**config.mk**
```make
export PLATFORM = sky130hd
export DESIGN_NAME = manchester_frame_decoder
export DESIGN_NICKNAME = d
export VERILOG_FILES = /design/src/rtl/manchester_pkg.sv /design/src/rtl/manchester_bit_recovery.sv /design/src/rtl/manchester_frame_decoder.sv
export SDC_FILE = /design/constraint.sdc
export NUM_CORES = 1
export LEC_CHECK = 0
export ABC_AREA = 1
export CORE_ASPECT_RATIO = 1.25
export CORE_MARGIN = 1
export CORE_UTILIZATION = 40
export CTS_CLUSTER_DIAMETER = 200
export DETAILED_ROUTE_END_ITERATION = 10
export PLACE_DENSITY_LB_ADDON = 0.3
export SYNTH_ARGS = -nofsm -noshare
export SYNTH_HDL_FRONTEND = slang
export SYNTH_HIERARCHICAL = 1
export SYNTH_SLANG_ARGS = --single-unit
```
**constraint.sdc**
```tcl
create_clock -name clock -period 5.23 [get_ports clock]
set_input_delay 1.046 -clock clock [delete_from_list [all_inputs] [get_ports clock]]
set_output_delay 1.046 -clock clock [all_outputs]
set_load 0.01 [all_outputs]
```
**src/rtl/manchester_pkg.sv**
```systemverilog
// Shared types for the Manchester frame decoder: FSM states, interval classes,
// bit-phase tracking and a counter sizing helper.
package manchester_pkg;

    typedef enum logic [1:0] {
        HUNT    = 2'd0,
        RECEIVE = 2'd1,
        DONE    = 2'd2
    } frame_state_e;

    typedef enum logic [1:0] {
        SHORT = 2'd0,
        LONG  = 2'd1,
        BAD   = 2'd2
    } interval_e;

    typedef enum logic [1:0] {
        UNKNOWN  = 2'd0,
        BOUNDARY = 2'd1,
        MID      = 2'd2
    } phase_e;

    // Bits needed to hold values 0..max_count inclusive.
    function automatic int unsigned cnt_width(input int unsigned max_count);
        return (max_count < 2) ? 1 : $clog2(max_count + 1);
    endfunction

endpackage

```
**src/rtl/manchester_bit_recovery.sv**
```systemverilog
// Line synchroniser, edge interval measurement and half-bit phase tracking;
// emits one strobe per decoded Manchester bit.
module manchester_bit_recovery
    import manchester_pkg::*;
#(
    parameter int unsigned HALF_BIT_CYCLES = 8,
    parameter int unsigned TOLERANCE       = 2
) (
    input  logic clock,
    input  logic reset_n,
    input  logic digital_in,
    output logic bit_strobe,
    output logic bit_data,
    output logic sym_error,
    output logic timeout
);

    localparam int unsigned SAT_COUNT = 2 * HALF_BIT_CYCLES + TOLERANCE + 1;
    localparam int unsigned CW        = cnt_width(SAT_COUNT);

    localparam logic [CW-1:0] SHORT_MIN = CW'(HALF_BIT_CYCLES - TOLERANCE);
    localparam logic [CW-1:0] SHORT_MAX = CW'(HALF_BIT_CYCLES + TOLERANCE);
    localparam logic [CW-1:0] LONG_MIN  = CW'(2 * HALF_BIT_CYCLES - TOLERANCE);
    localparam logic [CW-1:0] LONG_MAX  = CW'(2 * HALF_BIT_CYCLES + TOLERANCE);
    localparam logic [CW-1:0] SAT_C     = CW'(SAT_COUNT);

    logic          sync1;
    logic          sync2;
    logic          sync3;
    logic          edge_c;
    logic [CW-1:0] count;
    phase_e        phase;
    interval_e     interval_c;

    assign edge_c = sync2 ^ sync3;

    // Classify the clocks elapsed since the previous edge.
    always_comb begin
        interval_c = BAD;
        if (count >= SHORT_MIN && count <= SHORT_MAX) begin
            interval_c = SHORT;
        end else if (count >= LONG_MIN && count <= LONG_MAX) begin
            interval_c = LONG;
        end
    end

    always_ff @(posedge clock or negedge reset_n) begin
        if (!reset_n) begin
            sync1      <= 1'b0;
            sync2      <= 1'b0;
            sync3      <= 1'b0;
            count      <= '0;
            phase      <= UNKNOWN;
            bit_strobe <= 1'b0;
            bit_data   <= 1'b0;
            sym_error  <= 1'b0;
            timeout    <= 1'b0;
        end else begin
            sync1      <= digital_in;
            sync2      <= sync1;
            sync3      <= sync2;
            bit_strobe <= 1'b0;
            sym_error  <= 1'b0;
            timeout    <= 1'b0;
            if (edge_c) begin
                count <= CW'(1);
                case (interval_c)
                    LONG: begin
                        // A full-bit gap can only end on a mid-bit transition.
                        phase      <= MID;
                        bit_strobe <= 1'b1;
                        bit_data   <= sync2;
                    end
                    SHORT: begin
                        case (phase)
                            BOUNDARY: begin
                                phase      <= MID;
                                bit_strobe <= 1'b1;
                                bit_data   <= sync2;
                            end
                            MID:     phase <= BOUNDARY;
                            default: phase <= UNKNOWN;
                        endcase
                    end
                    default: begin
                        phase     <= UNKNOWN;
                        sym_error <= 1'b1;
                    end
                endcase
            end else if (count != SAT_C) begin
                count <= count + CW'(1);
                if (count == SAT_C - CW'(1)) begin
                    timeout <= 1'b1;
                    phase   <= UNKNOWN;
                end
            end
        end
    end

endmodule

```
**src/rtl/manchester_frame_decoder.sv**
```systemverilog
// Preamble hunt, fixed-length frame capture into a byte buffer and a registered
// addressed read port on top of the Manchester bit recovery front end.
module manchester_frame_decoder
    import manchester_pkg::*;
#(
    parameter int unsigned              HALF_BIT_CYCLES = 8,
    parameter int unsigned              TOLERANCE       = 2,
    parameter int unsigned              PREAMBLE_LEN    = 8,
    parameter logic [PREAMBLE_LEN-1:0]  PREAMBLE        = 8'hD5,
    parameter int unsigned              FRAME_BYTES     = 16,
    localparam int unsigned             ADDR_W          = $clog2(FRAME_BYTES)
) (
    input  logic              clock,
    input  logic              reset_n,
    input  logic              digital_in,
    input  logic [ADDR_W-1:0] address,
    output logic [7:0]        parallel_out,
    output logic              valid,
    output logic              transmission_begin,
    output logic              frame_done,
    output logic              error,
    output logic              bit_strobe,
    output logic              bit_data
);

    localparam int unsigned FW         = cnt_width(PREAMBLE_LEN);
    localparam bit          FULL_RANGE = (FRAME_BYTES == (1 << ADDR_W));

    frame_state_e            state;
    logic [PREAMBLE_LEN-1:0] pre_sr;
    logic [PREAMBLE_LEN-1:0] pre_next_c;
    logic [FW-1:0]           pre_fill;
    logic                    match_c;
    logic [6:0]              byte_sr;
    logic [2:0]              bit_idx;
    logic [ADDR_W-1:0]       byte_idx;
    logic [7:0]              buffer [FRAME_BYTES];
    logic                    rx_sym_error;
    logic                    rx_timeout;
    logic                    addr_ok_c;

    manchester_bit_recovery #(
        .HALF_BIT_CYCLES (HALF_BIT_CYCLES),
        .TOLERANCE       (TOLERANCE)
    ) u_bit_recovery (
        .clock      (clock),
        .reset_n    (reset_n),
        .digital_in (digital_in),
        .bit_strobe (bit_strobe),
        .bit_data   (bit_data),
        .sym_error  (rx_sym_error),
        .timeout    (rx_timeout)
    );

    // Match only once a full preamble's worth of bits has been shifted in.
    assign pre_next_c = {pre_sr[PREAMBLE_LEN-2:0], bit_data};
    assign match_c    = (pre_fill == FW'(PREAMBLE_LEN - 1)) && (pre_next_c == PREAMBLE);

    generate
        if (FULL_RANGE) begin : g_full
            assign addr_ok_c = 1'b1;
        end else begin : g_partial
            assign addr_ok_c = (32'(address) < FRAME_BYTES);
        end
    endgenerate

    always_ff @(posedge clock or negedge reset_n) begin
        if (!reset_n) begin
            state              <= HUNT;
            pre_sr             <= '0;
            pre_fill           <= '0;
            byte_sr            <= '0;
            bit_idx            <= '0;
            byte_idx           <= '0;
            valid              <= 1'b0;
            error              <= 1'b0;
            transmission_begin <= 1'b0;
            frame_done         <= 1'b0;
            for (int i = 0; i < int'(FRAME_BYTES); i++) begin
                buffer[i] <= '0;
            end
        end else begin
            transmission_begin <= 1'b0;
            frame_done         <= 1'b0;
            case (state)
                HUNT, DONE: begin
                    // DONE keeps hunting; the held frame stays valid until the next match.
                    if (bit_strobe) begin
                        if (match_c) begin
                            transmission_begin <= 1'b1;
                            error              <= 1'b0;
                            valid              <= 1'b0;
                            bit_idx            <= '0;
                            byte_idx           <= '0;
                            pre_sr             <= '0;
                            pre_fill           <= '0;
                            state              <= RECEIVE;
                        end else begin
                            pre_sr <= pre_next_c;
                            if (pre_fill != FW'(PREAMBLE_LEN - 1)) begin
                                pre_fill <= pre_fill + FW'(1);
                            end
                        end
                    end
                end
                RECEIVE: begin
                    if (rx_sym_error || rx_timeout) begin
                        error <= 1'b1;
                        state <= HUNT;
                    end else if (bit_strobe) begin
                        byte_sr <= {byte_sr[5:0], bit_data};
                        bit_idx <= bit_idx + 3'd1;
                        if (bit_idx == 3'd7) begin
                            buffer[byte_idx] <= {byte_sr, bit_data};
                            if (byte_idx == ADDR_W'(FRAME_BYTES - 1)) begin
                                frame_done <= 1'b1;
                                valid      <= 1'b1;
                                state      <= DONE;
                            end else begin
                                byte_idx <= byte_idx + ADDR_W'(1);
                            end
                        end
                    end
                end
                default: state <= HUNT;
            endcase
        end
    end

    // Reads return zero unless a complete frame is held.
    always_ff @(posedge clock or negedge reset_n) begin
        if (!reset_n) begin
            parallel_out <= '0;
        end else if (valid && addr_ok_c) begin
            parallel_out <= buffer[address];
        end else begin
            parallel_out <= '0;
        end
    end

endmodule
```
Yosys cells after proc, flatten, opt, wreduce, memory -nomap -nowiden --
Index checks and enable logic that the tools add are counted.
Operators by class: $add $sub $neg 4, order comparisons 7, mux-type cells 65, equal/unequal tests 24, bitwise gates (word level) 4, reductions and logical operators 25
Operator list (number):
- bitwise mux 128 bit | 1
- binary-select mux 8 bit (select 4 bit) | 1
- demux 8 bit (select 4 bit) | 1
- 2-to-1 mux 4 bit | 8
- 2-to-1 mux 8 bit | 4
- 2-to-1 mux 1 bit | 23
- 2-to-1 mux 2 bit | 11
- AND reduction 7 bit | 2
- 2-to-1 mux 3 bit | 4
- inequality test 2 bit, second input constant | 6
- case mux 2 bit (2 select lines) | 3
- >= comparator 5 bit, second input constant | 2
- 2-to-1 mux 5 bit | 2
- NOT 4 -> 5 bit | 2
- AND reduction 5 bit | 2
- nonzero test 2 bit | 5
- AND reduction 3 bit | 3
- adder 4 x 1 -> 4 bit, second input constant | 2
- equality test 8 bit, second input constant | 1
- case mux 1 bit (2 select lines) | 4
- case mux 4 bit (2 select lines) | 1
- AND reduction 4 bit | 2
- 2-to-1 mux 7 bit | 1
- equality test 2 x 1 -> 1 bit, second input constant | 3
- other kinds (25) | 35
Word-level totals: bits in registers 181, bits of input ports 7, output and inout bits 14, word-level logic and storage cells 165

Longest topological paths before layout --
depth in word-level cells 8, mapped depth 10, gate-level depth less buffers 9

Hierarchy --
Netlist, hierarchy kept.
Modules (own cells, without submodules):
- manchester_frame_decoder | times used 1, cells each 944, seq. area each 4179.0 um^2, area an instance 7890.1 um^2
- manchester_bit_recovery | times used 1, cells each 75, seq. area each 350.3 um^2, area an instance 673.1 um^2

Least setup slack after synthesis --
OpenSTA, ideal clock, no wires.
kind input to register, start input address[0], end register parallel_out[2], stages 8, library setup time 78 ps, path buffers 2, slack 3148 ps, data required time 5152 ps, arrival time 2005 ps, cells stage by stage clkbuf_1 > clkbuf_1 > nand2_1 > nand2_1 > nand2_1 > nand3_1 > nand3_1 > a21oi_1
On the way: cells in the longest elaborated chain, start to end 5
RTL lines:
- start: declaration | RTL line manchester_frame_decoder.sv:16 | input logic [ADDR_W-1:0] address,
- NOT 4 -> 5 bit (not written as such) | RTL line manchester_frame_decoder.sv:135 | parallel_out <= buffer[address];
- binary-select mux 8 bit (select 4 bit) | RTL line manchester_frame_decoder.sv:135
- 2-to-1 mux 8 bit (not written as such) (2 in a row) | RTL line manchester_frame_decoder.sv:135
- 2-to-1 mux 8 bit | RTL line manchester_frame_decoder.sv:134 | end else if (valid && addr_ok_c) begin
- end signal: assignment | RTL line manchester_frame_decoder.sv:135
- end: declaration | RTL line manchester_frame_decoder.sv:17 | output logic [7:0] parallel_out,
Every way passes these cells. The select of a mux whose other input is x is not followed. A chain may end at the register's enable or synchronous reset.

Final worst setup path --
start input address[1], end register parallel_out[4]
The elaborated chain is that of the path after synthesis.

==> impl_results.md <==
* Core Util, Final at 44.8%
* Max_cap viols at 0
* Max FO, Critical Path at 39
* GRT met1 Usage at 27.4%
* Multi-input logic area at 3450 µm²
* Row Count at 59
* Overflow left after global routing at 0
* Final setup viols at 0
* Final hold vios at 0
* Root buffer cell: clkbuf_16
* Kind of start point of the critical path: input port
* Syn_nets at 1035
* Int Pwr at 0.00224 W
* Sw Pwr at 0.000806 W
* Sequential element share of the synthesized area at 52.9%
* Slew Limit Fails at 0
* Final setup TNS at 0 ns
* Vias at 6710
* Tightest Pin Transition at 0.971 ns
* Initial DRC count at 565
* Number of buffers added on ports at 20
* Nets at 1023
* Reg2reg start: u_bit_recovery/timeout
* Vias in the first global route at 6347
* Status: completed
* Switching share of power at 26.5%
* Hold buffer count at cts at 0
* Crit path launch: address[1]
* Netlist Area Pre-Place at 8560 µm²
* Critical Path RT at 5.58 ns
* Core Area at 20900 µm²
* R2R cell count at 8
* Die area at 22000 µm²
* CP Capture Point: parallel_out[4]
* Hold WS at 0.358 ns
* CTS sink count at 181
* Worst EP arrival at 3.31 ns
* Fmax at 0.338 GHz
* Clk_lat worst skew at 0.44 ns
* Pwr dens at 325 nW/µm²
* RSZ-0062 raised after global routing: no
* PostCTS Resize Cnt at 0
* #FFs+latches synth at 181
* Total power at 0.00304 W
* H-tree depth at 4
* Library cells used by synthesis at 32
* Worst Hold Class: register to register
* Area Growth Syn to Fin at 9.31%
* Worst IR Drop VDD at 210 µV
* Synth Area per Inst at 8.40 µm²
* HPWL Detailed at 13.7 mm
* Routability Congestion at 0.881
* Layout cells sized above 1 at 7.25%
* Tmin final at 2.96 ns
* Die Y at 166 µm
* I/O Pins at 21
* GR Util met2 at 34.4%
* Antenna violations before repair at 0
* GRT Overall Usage at 20.8%
* Detailed Route WL at 21.1 mm
* Rel. slew slack at 35.3%
* Vias per cell at 5.19
* Antenna viol nets, final at 0
* Final worst path period share at 56.5%
* Avg WL per Cell at 16.3 µm
* Most used cell, CP: nand3_1
* Max clock buf depth at 2
* Pre-antenna DRT Iters at 5
* Filler cells at 2065
* Cell count after synthesis at 1019
* Register Area at 4530 µm²
* Cell chain of the critical path: clkdlybuf4s50_1 -> buf_4 -> clkinv_1 -> nor2_1 -> o21ai_0 -> nand3_1 -> nand3_1 -> a21oi_1
* Global-route wire length before repair at 34.9 mm
* Antenna diode count at 0
* Setup Skew at 0.00949 ns
* Reg-to-reg slack, setup at 2.66 ns
* Yosys warning count at 6
* Sequential share of power at 48.9%
* Critical path class: input port to register
* Met3 usage at 4.00%
* Power share of the combinational group at 9.1%
* Critical path's largest stage delay at 0.69 ns
* Die W at 133 µm
* Busiest layer in global routing: met2
* Critical Path Slowest Stage Cell: clkinv_1
* DRC at 0
* Initial Util at 41.0%
* Reg2reg end: buffer[119]
* Clock Pin Slew Worst Setup and Hold Paths at 0.07 ns
* CP endpoint kind: register
* P_leak at 4.21 nW
* CTS buffer count at 17
* Clk network pwr share at 42.0%
* CTS tree: done
* Setup Buffers After CTS at 0
* Largest net degree at the start of global routing at 117
area by class of cell:
class | count | share of cell area [%]
clock buffers | 19 | 4.63
clock inverters | 13 | 1.56
inverters | 60 | 2.41
multi-input cells | 722 | 36.8
flip-flops and latches | 181 | 48.4
well taps | 274 | 3.66
repair buffers | 25 | 2.53
critical path, delay by kind of cell:
| family | cells | cell delay, ns |
|---|---|---|
| AND/OR/NAND/NOR | 3 | 0.45 |
| AO/OA/AOI/OAI | 2 | 0.27 |
| buffers and inverters | 3 | 1.53 |
worst min path at each step:
stage	slack [ns]	end	start	cells after the start
after detailed placement	0.34	u_bit_recovery/sync2	u_bit_recovery/sync1	0
after CTS	0.36	u_bit_recovery/sync2	u_bit_recovery/sync1	0
after global routing	0.38	u_bit_recovery/sync2	u_bit_recovery/sync1	0
final	0.36	u_bit_recovery/sync2	u_bit_recovery/sync1	0
after floorplan	0.33	u_bit_recovery/sync2	u_bit_recovery/sync1	0
after global placement	0.35	u_bit_recovery/sync2	u_bit_recovery/sync1	0
cell usage after synthesis:
cell type  count  area (µm²)
a21oi_1       15        75.1
buf_1          3        11.3
buf_12         1        20.0
buf_2          6        30.0
buf_6         17         191
clkbuf_1      29         109
clkinv_1       1        3.75
dfrtp_1      181        4530
ha_1           9         113
inv_1         55         206
inv_2          4        15.0
nand2_1      312        1170
nand2_2        1        6.26
nand2_4        2        22.5
nand3_1       78         390
nand3_2        1        10.0
nand3_4       10         175
nand3b_1       1        7.51
nand4_1       11        68.8
nor2_1        86         323
nor2_2         2        12.5
nor2_4         3        33.8
nor3_1         2        10.0
o21ai_0       97         485
o21ai_1       69         345
o21ai_2       12         105
o22ai_1        3        18.8
o31ai_1        1        7.51
or2_2          1        6.26
xnor2_1        1        8.76
xnor2_2        1        16.3
xor2_1         4        35.0
power by group through the flow:
stage | Sequential (W) | Clock (W) | Combinational [W]
final | 0.00149 | 0.00128 | 0.000278
after CTS | 0.00149 | 0.00130 | 0.000280
after global placement | 0.00151 | 0 | 0.000277
after floorplan | 0.00150 | 0 | 0.000191
after detailed placement | 0.00151 | 0 | 0.000280
after global routing | 0.00149 | 0.00136 | 0.000315
cell usage in the layout (no fill, tap or decap), types with 2 or more instances in the layout:
master	netlist	routed
clkinv_4	0	3
nand2_1	312	312
ha_1	9	9
clkinvlp_4	0	2
nand4_1	11	11
o21ai_1	69	69
xor2_1	4	4
a21oi_1	15	15
nand3_4	10	10
inv_1	55	55
o21ai_0	97	97
inv_2	4	4
inv_6	0	4
clkinv_2	0	2
nor2_1	86	86
nand2_4	2	2
buf_4	0	5
clkbuf_1	29	2
clkbuf_16	0	17
nor2_4	3	3
bufinv_16	0	2
o21ai_2	12	12
nor2_2	2	2
dfrtp_1	181	181
nand3_1	78	78
nor3_1	2	2
clkdlybuf4s50_1	0	18
o22ai_1	3	3
flip-flops by register name, indices dropped and copies added, names as in the netlist:
register / flops
byte_idx: 4
pre_fill: 4
u_bit_recovery/bit_data: 1
u_bit_recovery/sync1: 1
frame_done: 1
u_bit_recovery/timeout: 1
state: 2
u_bit_recovery/phase: 2
buffer: 128
error: 1
transmission_begin: 1
u_bit_recovery/count: 5
byte_sr: 7
u_bit_recovery/sync2: 1
valid: 1
u_bit_recovery/sym_error: 1
u_bit_recovery/bit_strobe: 1
pre_sr: 7
u_bit_recovery/sync3: 1
parallel_out: 8
bit_idx: 3
kinds of logic after synthesis:
family                   after synthesis  synth area share (%)
AND/OR/NAND/NOR                      510                  26.1
AO/OA/AOI/OAI                        197                  12.1
flip-flops                           181                  52.9
buffers and inverters                116                  6.85
adder cells (fa/ha/maj)                9                  1.32
XOR/XNOR                               6                 0.701
per-stage QoR:
step | instance area [µm²] | worst slack (ns) | std cells
floorplan | 8560 | 3.15 | 1019
CTS | 9360 | 2.33 | 1294
global placement | 8780 | 1.96 | 1262
finish | 9360 | 2.27 | 1294
detailed placement | 8780 | 1.91 | 1262
global route | 9360 | 2.06 | 1294
metal layers:
metal	vias up	part of all wire [%]
li1	3287	-
met1	3210	45
met2	178	48
met3	35	5.0
met4	0	2.4
met5	-	0
(Power assumes the default switching activity.)
